## src/rtl/sdram_arbiter.sv

```systemverilog
// sdram_arbiter
//   Shares one sdram_controller between two requesters (e.g. port 0 =
//   instruction fetch, port 1 = data access). Each port raises a level
//   request (rd_en/wr_en) and holds its operands until a one-cycle ack.
//   The winning request is latched into the ctrl_* registers, the
//   controller's rd_enable/wr_enable/busy handshake is run, and read data
//   is returned to the owning port.
//
//   Build option: SDRAM_ARBITER_ROUND_ROBIN_EN
//     undefined : fixed priority, port 0 wins ties.
//     defined   : ties go to the port that did not win the previous grant.
//
// Ports
//   clock, reset            system clock, async active-low reset
//   pN_rd_en, pN_wr_en      port N level requests (both high = write)
//   pN_addr, pN_size        port N address / size (00 B, 01 H, 10 W, 11 D)
//   pN_wr_data              port N write data
//   pN_rd_data              port N last read result (held until next read)
//   pN_ack                  port N one-cycle completion pulse
//   ctrl_*                  controller handshake, address, size, data
//   grant                   owner of the current / last transaction
//   arb_busy                high whenever the FSM is not IDLE
//
// state  | meaning
// IDLE   | waiting for a request; grants and latches the winner
// ISSUE  | enable held toward controller until it reports busy
// WAIT   | controller busy; read data captured when busy falls
// DONE   | ack pulse to the granted port
module sdram_arbiter #(
  parameter int addr_size = 26,
  parameter int data_size = 64
) (
  input  logic                 clock,
  input  logic                 reset,
  input  logic                 p0_rd_en,
  input  logic                 p0_wr_en,
  input  logic [addr_size-1:0] p0_addr,
  input  logic [1:0]           p0_size,
  input  logic [data_size-1:0] p0_wr_data,
  output logic [data_size-1:0] p0_rd_data,
  output logic                 p0_ack,
  input  logic                 p1_rd_en,
  input  logic                 p1_wr_en,
  input  logic [addr_size-1:0] p1_addr,
  input  logic [1:0]           p1_size,
  input  logic [data_size-1:0] p1_wr_data,
  output logic [data_size-1:0] p1_rd_data,
  output logic                 p1_ack,
  output logic                 ctrl_rd_enable,
  output logic                 ctrl_wr_enable,
  output logic [addr_size-1:0] ctrl_address,
  output logic [1:0]           ctrl_rd_wr_size,
  output logic [data_size-1:0] ctrl_write_data,
  input  logic                 ctrl_busy,
  input  logic [data_size-1:0] ctrl_read_data,
  output logic                 grant,
  output logic                 arb_busy
);

  typedef enum logic [1:0] {
    ST_IDLE,
    ST_ISSUE,
    ST_WAIT,
    ST_DONE
  } state_e;

  state_e               state_q;
  logic                 op_wr_q;
  logic                 grant_q;
  logic                 rd_en_q;
  logic                 wr_en_q;
  logic [addr_size-1:0] addr_q;
  logic [1:0]           size_q;
  logic [data_size-1:0] wdata_q;
  logic [data_size-1:0] p0_rd_q;
  logic [data_size-1:0] p1_rd_q;

  logic req0, req1, any_req;
  logic win_d;
  logic sel_wr_d;

  assign req0    = p0_rd_en | p0_wr_en;
  assign req1    = p1_rd_en | p1_wr_en;
  assign any_req = req0 | req1;

`ifdef SDRAM_ARBITER_ROUND_ROBIN_EN
  logic last_win_q;

  // Reset value 1 makes port 0 the first tie winner.
  always_ff @(posedge clock or negedge reset) begin
    if (!reset) begin
      last_win_q <= 1'b1;
    end else if (state_q == ST_IDLE && any_req) begin
      last_win_q <= win_d;
    end
  end

  assign win_d = (req0 && req1) ? ~last_win_q : ~req0;
`else
  // Only consulted when some request is present: port 1 wins only alone.
  assign win_d = ~req0;
`endif

  // A simultaneous rd_en and wr_en is treated as a write.
  assign sel_wr_d = win_d ? p1_wr_en : p0_wr_en;

  always_ff @(posedge clock or negedge reset) begin
    if (!reset) begin
      state_q <= ST_IDLE;
      op_wr_q <= 1'b0;
      grant_q <= 1'b0;
      rd_en_q <= 1'b0;
      wr_en_q <= 1'b0;
      addr_q  <= '0;
      size_q  <= '0;
      wdata_q <= '0;
      p0_rd_q <= '0;
      p1_rd_q <= '0;
    end else begin
      case (state_q)
        ST_IDLE: begin
          if (any_req) begin
            grant_q <= win_d;
            op_wr_q <= sel_wr_d;
            rd_en_q <= ~sel_wr_d;
            wr_en_q <= sel_wr_d;
            addr_q  <= win_d ? p1_addr    : p0_addr;
            size_q  <= win_d ? p1_size    : p0_size;
            wdata_q <= win_d ? p1_wr_data : p0_wr_data;
            state_q <= ST_ISSUE;
          end
        end
        ST_ISSUE: begin
          if (ctrl_busy) begin
            rd_en_q <= 1'b0;
            wr_en_q <= 1'b0;
            state_q <= ST_WAIT;
          end
        end
        ST_WAIT: begin
          if (!ctrl_busy) begin
            if (!op_wr_q) begin
              if (grant_q) p1_rd_q <= ctrl_read_data;
              else         p0_rd_q <= ctrl_read_data;
            end
            state_q <= ST_DONE;
          end
        end
        ST_DONE: begin
          state_q <= ST_IDLE;
        end
        default: begin
          state_q <= ST_IDLE;
        end
      endcase
    end
  end

  assign ctrl_rd_enable  = rd_en_q;
  assign ctrl_wr_enable  = wr_en_q;
  assign ctrl_address    = addr_q;
  assign ctrl_rd_wr_size = size_q;
  assign ctrl_write_data = wdata_q;
  assign p0_rd_data      = p0_rd_q;
  assign p1_rd_data      = p1_rd_q;
  assign grant           = grant_q;
  assign arb_busy        = (state_q != ST_IDLE);
  assign p0_ack          = (state_q == ST_DONE) && !grant_q;
  assign p1_ack          = (state_q == ST_DONE) &&  grant_q;

endmodule

```

## config.mk

```make
export PLATFORM = sky130hd
export DESIGN_NAME = sdram_arbiter
export DESIGN_NICKNAME = d
export VERILOG_FILES = /design/src/rtl/sdram_arbiter.sv
export SDC_FILE = /design/constraint.sdc
export NUM_CORES = 1
export LEC_CHECK = 0
export CORE_AREA = 2 2 186 188
export CTS_BUF_LIST = sky130_fd_sc_hd__clkbuf_16
export DETAILED_ROUTE_END_ITERATION = 10
export DIE_AREA = 0 0 188 190
export PLACE_DENSITY_LB_ADDON = 0.25
export SLEW_MARGIN = 20
export SYNTH_ARGS = -nofsm -noshare
export SYNTH_HDL_FRONTEND = slang
export SYNTH_SLANG_ARGS = --single-unit
```

## constraint.sdc

```tcl
create_clock -name clock -period 3.6 [get_ports clock]
set_clock_uncertainty 0.15 [all_clocks]
set_input_delay 0.9 -clock clock [delete_from_list [all_inputs] [get_ports clock]]
set_output_delay 0.9 -clock clock [all_outputs]
set_load 0.005 [all_outputs]
```

==> results.py, run 1 <==
metrics = {
    "sta": {
        "worst_hold_slack_ps": 120,
        "slew_viol_final": 0,
        "max-slew-margin-rel": 0.546,
        "fin_ws_ps": 465,
        "maxClockFrequency_mhz": 319,
        "rsz0062_at_grt": "no",
        "hold_violations": 0,
        "min_period_ps": 3140,
        "tightest_slew_ps": 674,
        "period_share": 0.871,
        "fin_setup_tns_ps": 0,
        "setup_violations": 0,
    },
    "logic_synthesis": {
        "synth_area_leader_cell": "dfrtp_1",
        "synth_area_um2": 9330,
        "synthFlopType": "dfrtp_1",
        "synthTopCellsByCount": "dfrtp_1 (226), mux2_2 (129), nand2_1 (94), mux2i_1 (93), o21ai_0 (85)",
        "synth_warnings": 0,
        "yosysMostFrequentCell": "dfrtp_1",
        "synth-async-reset-ratio": 1.00,
        "synth-edff-count": 0,
        "syn_area_per_cell_um2": 13.2,
        "yosysUniqueCellTypes": 27,
        "synth_nets": 965,
        "synth_seq_cells": 226,
        "synth_top_area_share": 0.606,
        "synthTopCellsByArea": "dfrtp_1 (61%), mux2_2 (16%), mux2i_1 (10%), o21ai_0 (4.6%), nand2_1 (3.8%)",
        "ys_seq_area_frac": 0.606,
        "syn_inst": 706,
    },
    "place": {
        "hpwl_um": 22300,
        "dpl-instance-area_um2": 14600,
        "portBuffers": 480,
        "place.gp.congestion": 0.777,
        "place_inst": 1607,
        "post-place-ws_ps": 641,
    },
    "clock_network": {
        "cts_tree": "done",
        "cts_buffers": 26,
        "post_cts_buffers": 0,
        "cts_sinks": 226,
        "cts_hold_buffers": 0,
        "ctsHtreeMaxLevel": 1,
        "cts-resized-gates": 0,
        "cts_root_buf": "clkbuf_16",
        "clk_path_buf_depth": 3,
        "cts.clk_slew.worst_paths_ps": 60,
        "clock_latency_ps": 520,
    },
    "global_routing": {
        "grt-ovfl-total": 0,
        "grt_pass1_wl_um": 45500,
        "track_usage": 0.164,
        "grt_pass1_vias": 7497,
        "grt_max_degree": 85,
        "antenna_found_initial": 0,
    },
    "pwr": {
        "p_total_mw": 12.0,
        "peakVddDrop_uv": 377,
        "p_leak_nw": 6.40,
        "p_per_area_nw_per_um2": 782,
    },
    "drt": {
        "first_iter_violations": 187,
        "wl_um": 30100,
        "via_count": 7199,
        "ant_nets": 0,
        "drcViolationCount": 0,
        "first_pass_iters": 4,
        "vias_per_cell": 4.36,
        "post_drt_wl_per_cell_um": 18.2,
    },
    "critical_path": {
        "crit_fanout": 7,
        "ff2ff_path_depth": 5,
        "cpMostUsedCell": "inv_1",
        "slowest_stage": "clkdlybuf4s50_1",
        "cp.arrival_ps": 2090,
        "r2r-start": "state_q[0]",
        "r2r-end": "p1_rd_data[49]",
        "crit_end": "arb_busy",
        "crit_start": "state_q[0]",
        "crit_family": "buffers and inverters",
        "critical_path_depth": 4,
        "slowest_delay_ps": 560,
        "rrSetupSlack_ps": 1440,
        "crit_path_end_kind": "output port",
        "required_ps": 2550,
        "path_buf_inv": 3,
        "setup.worst_path.start_class": "register",
        "path_class": "reg -> out",
        "path_cells": "inv_1 -> ha_1 -> inv_1 -> clkdlybuf4s50_1",
    },
    "die": {
        "rows": 68,
        "die_h_um": 190,
        "die_w_um": 188,
        "dieArea_um2": 35700,
        "io_pins": 481,
        "core_area_um2": 33900,
        "start_util": 0.275,
    },
    "cells_and_area": {
        "num-fill-cells": 3090,
        "final_area_um2": 15400,
        "layout-drive-gt1-share": 0.146,
        "syn2layout_area_growth_pct": 64.9,
        "final_core_util": 0.453,
        "instances_no_fill": 1653,
        "antennaDiodeCount": 0,
        "final_nets": 1439,
    },
    "hold_path": {
        "hold_class": "in -> async",
    },
    "flow_run": {
        "cap_viol_max_count": 0,
    },
    "status": {
        "status": "finished clean",
    },
}
[cell type report]
cell class                      count  area [um^2]  area share
Timing Repair Buffer              490         4970       0.323
Clock inverter                     19         81.3     0.00528
Tap cell                          455          569      0.0370
Multi-Input combinational cell    431         3420       0.222
Clock buffer                       27          676      0.0439
Inverter                            5         18.8     0.00122
Sequential cell                   226         5660       0.367
[cell usage in the layout (no fill, tap or decap), drive strengths merged, types with 10 or more instances in the layout]
cell type / count
clkdlybuf4s50: 479
dfrtp: 226
mux2: 129
nand2: 94
mux2i: 93
o21ai: 93
clkbuf: 27
inv: 12
buf: 11
clkinv: 10
[registers in the layout, summed over array words and instances, names as in the netlist]
register and cells:
grant 1, state_q 2, p1_rd_data 64, ctrl_write_data 64, ctrl_rd_wr_size 2, ctrl_rd_enable 1
op_wr_q 1, p0_rd_data 64, ctrl_wr_enable 1, ctrl_address 26
[layer usage]
layer,part of all wire,vias to the layer above,GRT usage
met4,0.017,0,0.0354
met3,0.10,38,0.0659
li1,-,3416,-
met1,0.39,3422,0.191
met5,0,-,0
met2,0.48,323,0.284
[worst reg2reg max path, stage by stage (launching register included)]
cell	delay (ps)
dfrtp_1	410
inv_1	100
ha_1	230
nor4b_2	320
buf_12	320
mux2_2	510
[power breakdown]
group	total [mW]	leakage, nW	switching (mW)	internal [mW]
clock network	2.36	0.391	1.03	1.34
logic	5.18	3.25	1.86	3.32
registers	4.49	2.76	0.675	3.81
[cell families (layout without fill, tap and decap cells)]
| kind of cell | after synthesis | count (layout) | share of synthesized area |
|---|---|---|---|
| compound gates | 101 | 101 | 0.0591 |
| simple gates | 104 | 104 | 0.0445 |
| mux | 222 | 222 | 0.255 |
| fa+ha+maj | 4 | 4 | 0.00536 |
| buf+inv | 49 | 541 | 0.0296 |
| flops | 226 | 226 | 0.606 |
[worst min-delay path by stage]
stage,end,slack [ps],cells past startpoint
after floorplan,ctrl_write_data[15],320,2
after global placement,ctrl_write_data[20],310,2
after detailed placement,ctrl_write_data[35],320,2
after CTS,p0_rd_data[53],110,1
after global routing,p0_rd_data[53],120,1
final,p1_rd_data[7],120,1
No activity file was read; power rests on OpenSTA's default activity.
==> run 2, diff against run 1 <==
--- a/config.mk
+++ b/config.mk
@@ -5,10 +5,10 @@
 export SDC_FILE = /design/constraint.sdc
 export NUM_CORES = 1
 export LEC_CHECK = 0
-export CORE_AREA = 2 2 186 188
+export CORE_AREA = 8 8 181 183
 export CTS_BUF_LIST = sky130_fd_sc_hd__clkbuf_16
 export DETAILED_ROUTE_END_ITERATION = 10
-export DIE_AREA = 0 0 188 190
+export DIE_AREA = 0 0 189 191
 export PLACE_DENSITY_LB_ADDON = 0.25
 export SLEW_MARGIN = 20
 export SYNTH_ARGS = -nofsm -noshare
==> run 2 against run 1 <==
- sequential share of layout area is 0.20 points lower
- flip-flop and latch count stayed put
- count of clock-buffer cells in the layout stayed put
- combinational power is 4.1% higher
- global-route usage is 1.1 points higher
- critical path type unchanged
==> results.py, run 2 (synthesis gave the netlist of run 1 again) <==
metrics = {
    "flow_run": {
        "cap_viol_max_count": 0,
    },
    "die": {
        "dieArea_um2": 36100,
        "io_pins": 481,
        "start_util": 0.311,
        "rows": 64,
        "core_area_um2": 30000,
        "die_w_um": 189,
        "die_h_um": 191,
    },
    "drt": {
        "via_count": 7187,
        "post_drt_wl_per_cell_um": 20.1,
        "drcViolationCount": 0,
        "ant_nets": 0,
        "wl_um": 32200,
        "first_pass_iters": 4,
        "first_iter_violations": 320,
        "vias_per_cell": 4.49,
    },
    "critical_path": {
        "ff2ff_path_depth": 5,
        "required_ps": 2550,
        "setup.worst_path.start_class": "register",
        "path_class": "reg -> out",
        "path_cells": "inv_1 -> ha_1 -> inv_1 -> clkdlybuf4s50_1",
        "cp.arrival_ps": 2110,
        "slowest_stage": "clkdlybuf4s50_1",
        "cpMostUsedCell": "inv_1",
        "crit_fanout": 7,
        "crit_path_end_kind": "output port",
        "r2r-start": "state_q[0]",
        "crit_start": "state_q[0]",
        "slowest_delay_ps": 650,
    },
    "cells_and_area": {
        "final_common_cell": "clkdlybuf4s50_1",
        "instances_no_fill": 1602,
        "final_area_um2": 15500,
        "final_cell_mix": "clkdlybuf4s50_1 (479), dfrtp_1 (226), mux2_2 (129), nand2_1 (94), mux2i_1 (93)",
        "final_core_util": 0.515,
        "layout-drive-gt1-share": 0.157,
        "antennaDiodeCount": 0,
        "final_nets": 1450,
        "syn2layout_area_growth_pct": 65.8,
    },
    "clock_network": {
        "cts_tree": "done",
        "cts_sinks": 226,
        "cts_root_buf": "clkbuf_16",
        "cts_buffers": 26,
        "cts-resized-gates": 0,
        "clock_latency_ps": 510,
        "cts_hold_buffers": 0,
        "ctsHtreeMaxLevel": 1,
        "clk_path_buf_depth": 3,
        "cts.clk_slew.worst_paths_ps": 60,
        "post_cts_buffers": 0,
    },
    "status": {
        "status": "finished clean",
    },
    "global_routing": {
        "antenna_found_initial": 1,
        "track_usage": 0.175,
        "grt_max_degree": 88,
        "grt_pass1_vias": 7935,
        "grt-ovfl-total": 0,
        "grt_pass1_wl_um": 49400,
    },
    "place": {
        "hpwl_um": 25500,
        "portBuffers": 480,
        "dpl-instance-area_um2": 14700,
        "place.gp.congestion": 0.780,
        "place_inst": 1559,
        "post-place-ws_ps": 586,
    },
    "pwr": {
        "p_per_area_nw_per_um2": 793,
        "p_total_mw": 12.3,
        "peakVddDrop_uv": 389,
        "p_leak_nw": 6.47,
    },
    "sta": {
        "tightest_slew_ps": 718,
        "period_share": 0.879,
        "max-slew-margin-rel": 0.517,
        "maxClockFrequency_mhz": 316,
        "setup_violations": 0,
        "worst_hold_slack_ps": 219,
        "slew_viol_final": 0,
        "fin_setup_tns_ps": 0,
        "rsz0062_at_grt": "no",
        "hold_violations": 0,
        "fin_ws_ps": 437,
        "min_period_ps": 3160,
    },
    "hold_path": {
        "hold_class": "in -> async",
    },
}
run 2: cell types whose count changed in the layout (fill, tap and decap cells not counted), sizes merged:
cell	previous run	this run
buf	11	22
clkinvlp	2	0
clkinv	10	14
bufinv	0	1
inv	12	6
run 2: worst paths after layout:
kind / to / slack [ps]
worst max-delay path: arb_busy / 440
worst min-delay path: p1_rd_data[58] / 220
worst max register to register: p1_rd_data[63] / 1440
worst min register to register: ctrl_write_data[23] / 330
max in group asynchronous: p1_rd_data[31] / 2270
min in group clock: ctrl_write_data[23] / 330
run 2: final cells by class:
class	instances	area [um^2]
Inverter	5	18.8
Fill cell	2676	14600
Multi-Input combinational cell	431	3420
Tap cell	396	495
Clock inverter	16	93.8
Clock buffer	27	676
Timing Repair Buffer	501	5120
Sequential cell	226	5660
run 2: metal layers:
layer / GRT usage / share of wire
met5: 0 / 0.00040
met3: 0.0768 / 0.11
met1: 0.201 / 0.38
met4: 0.0298 / 0.011
met2: 0.302 / 0.49
run 2: power breakdown:
group	leakage, nW	switching [mW]	internal [mW]	total [mW]
clock network	0.388	1.00	1.41	2.41
logic	3.32	1.99	3.41	5.39
registers	2.76	0.660	3.81	4.47
run 2: worst max-delay path: cells and delay by family, from the launching register on:
family     cells  cell delay, ps
buf+inv        3             880
flops          1             400
fa+ha+maj      1             320
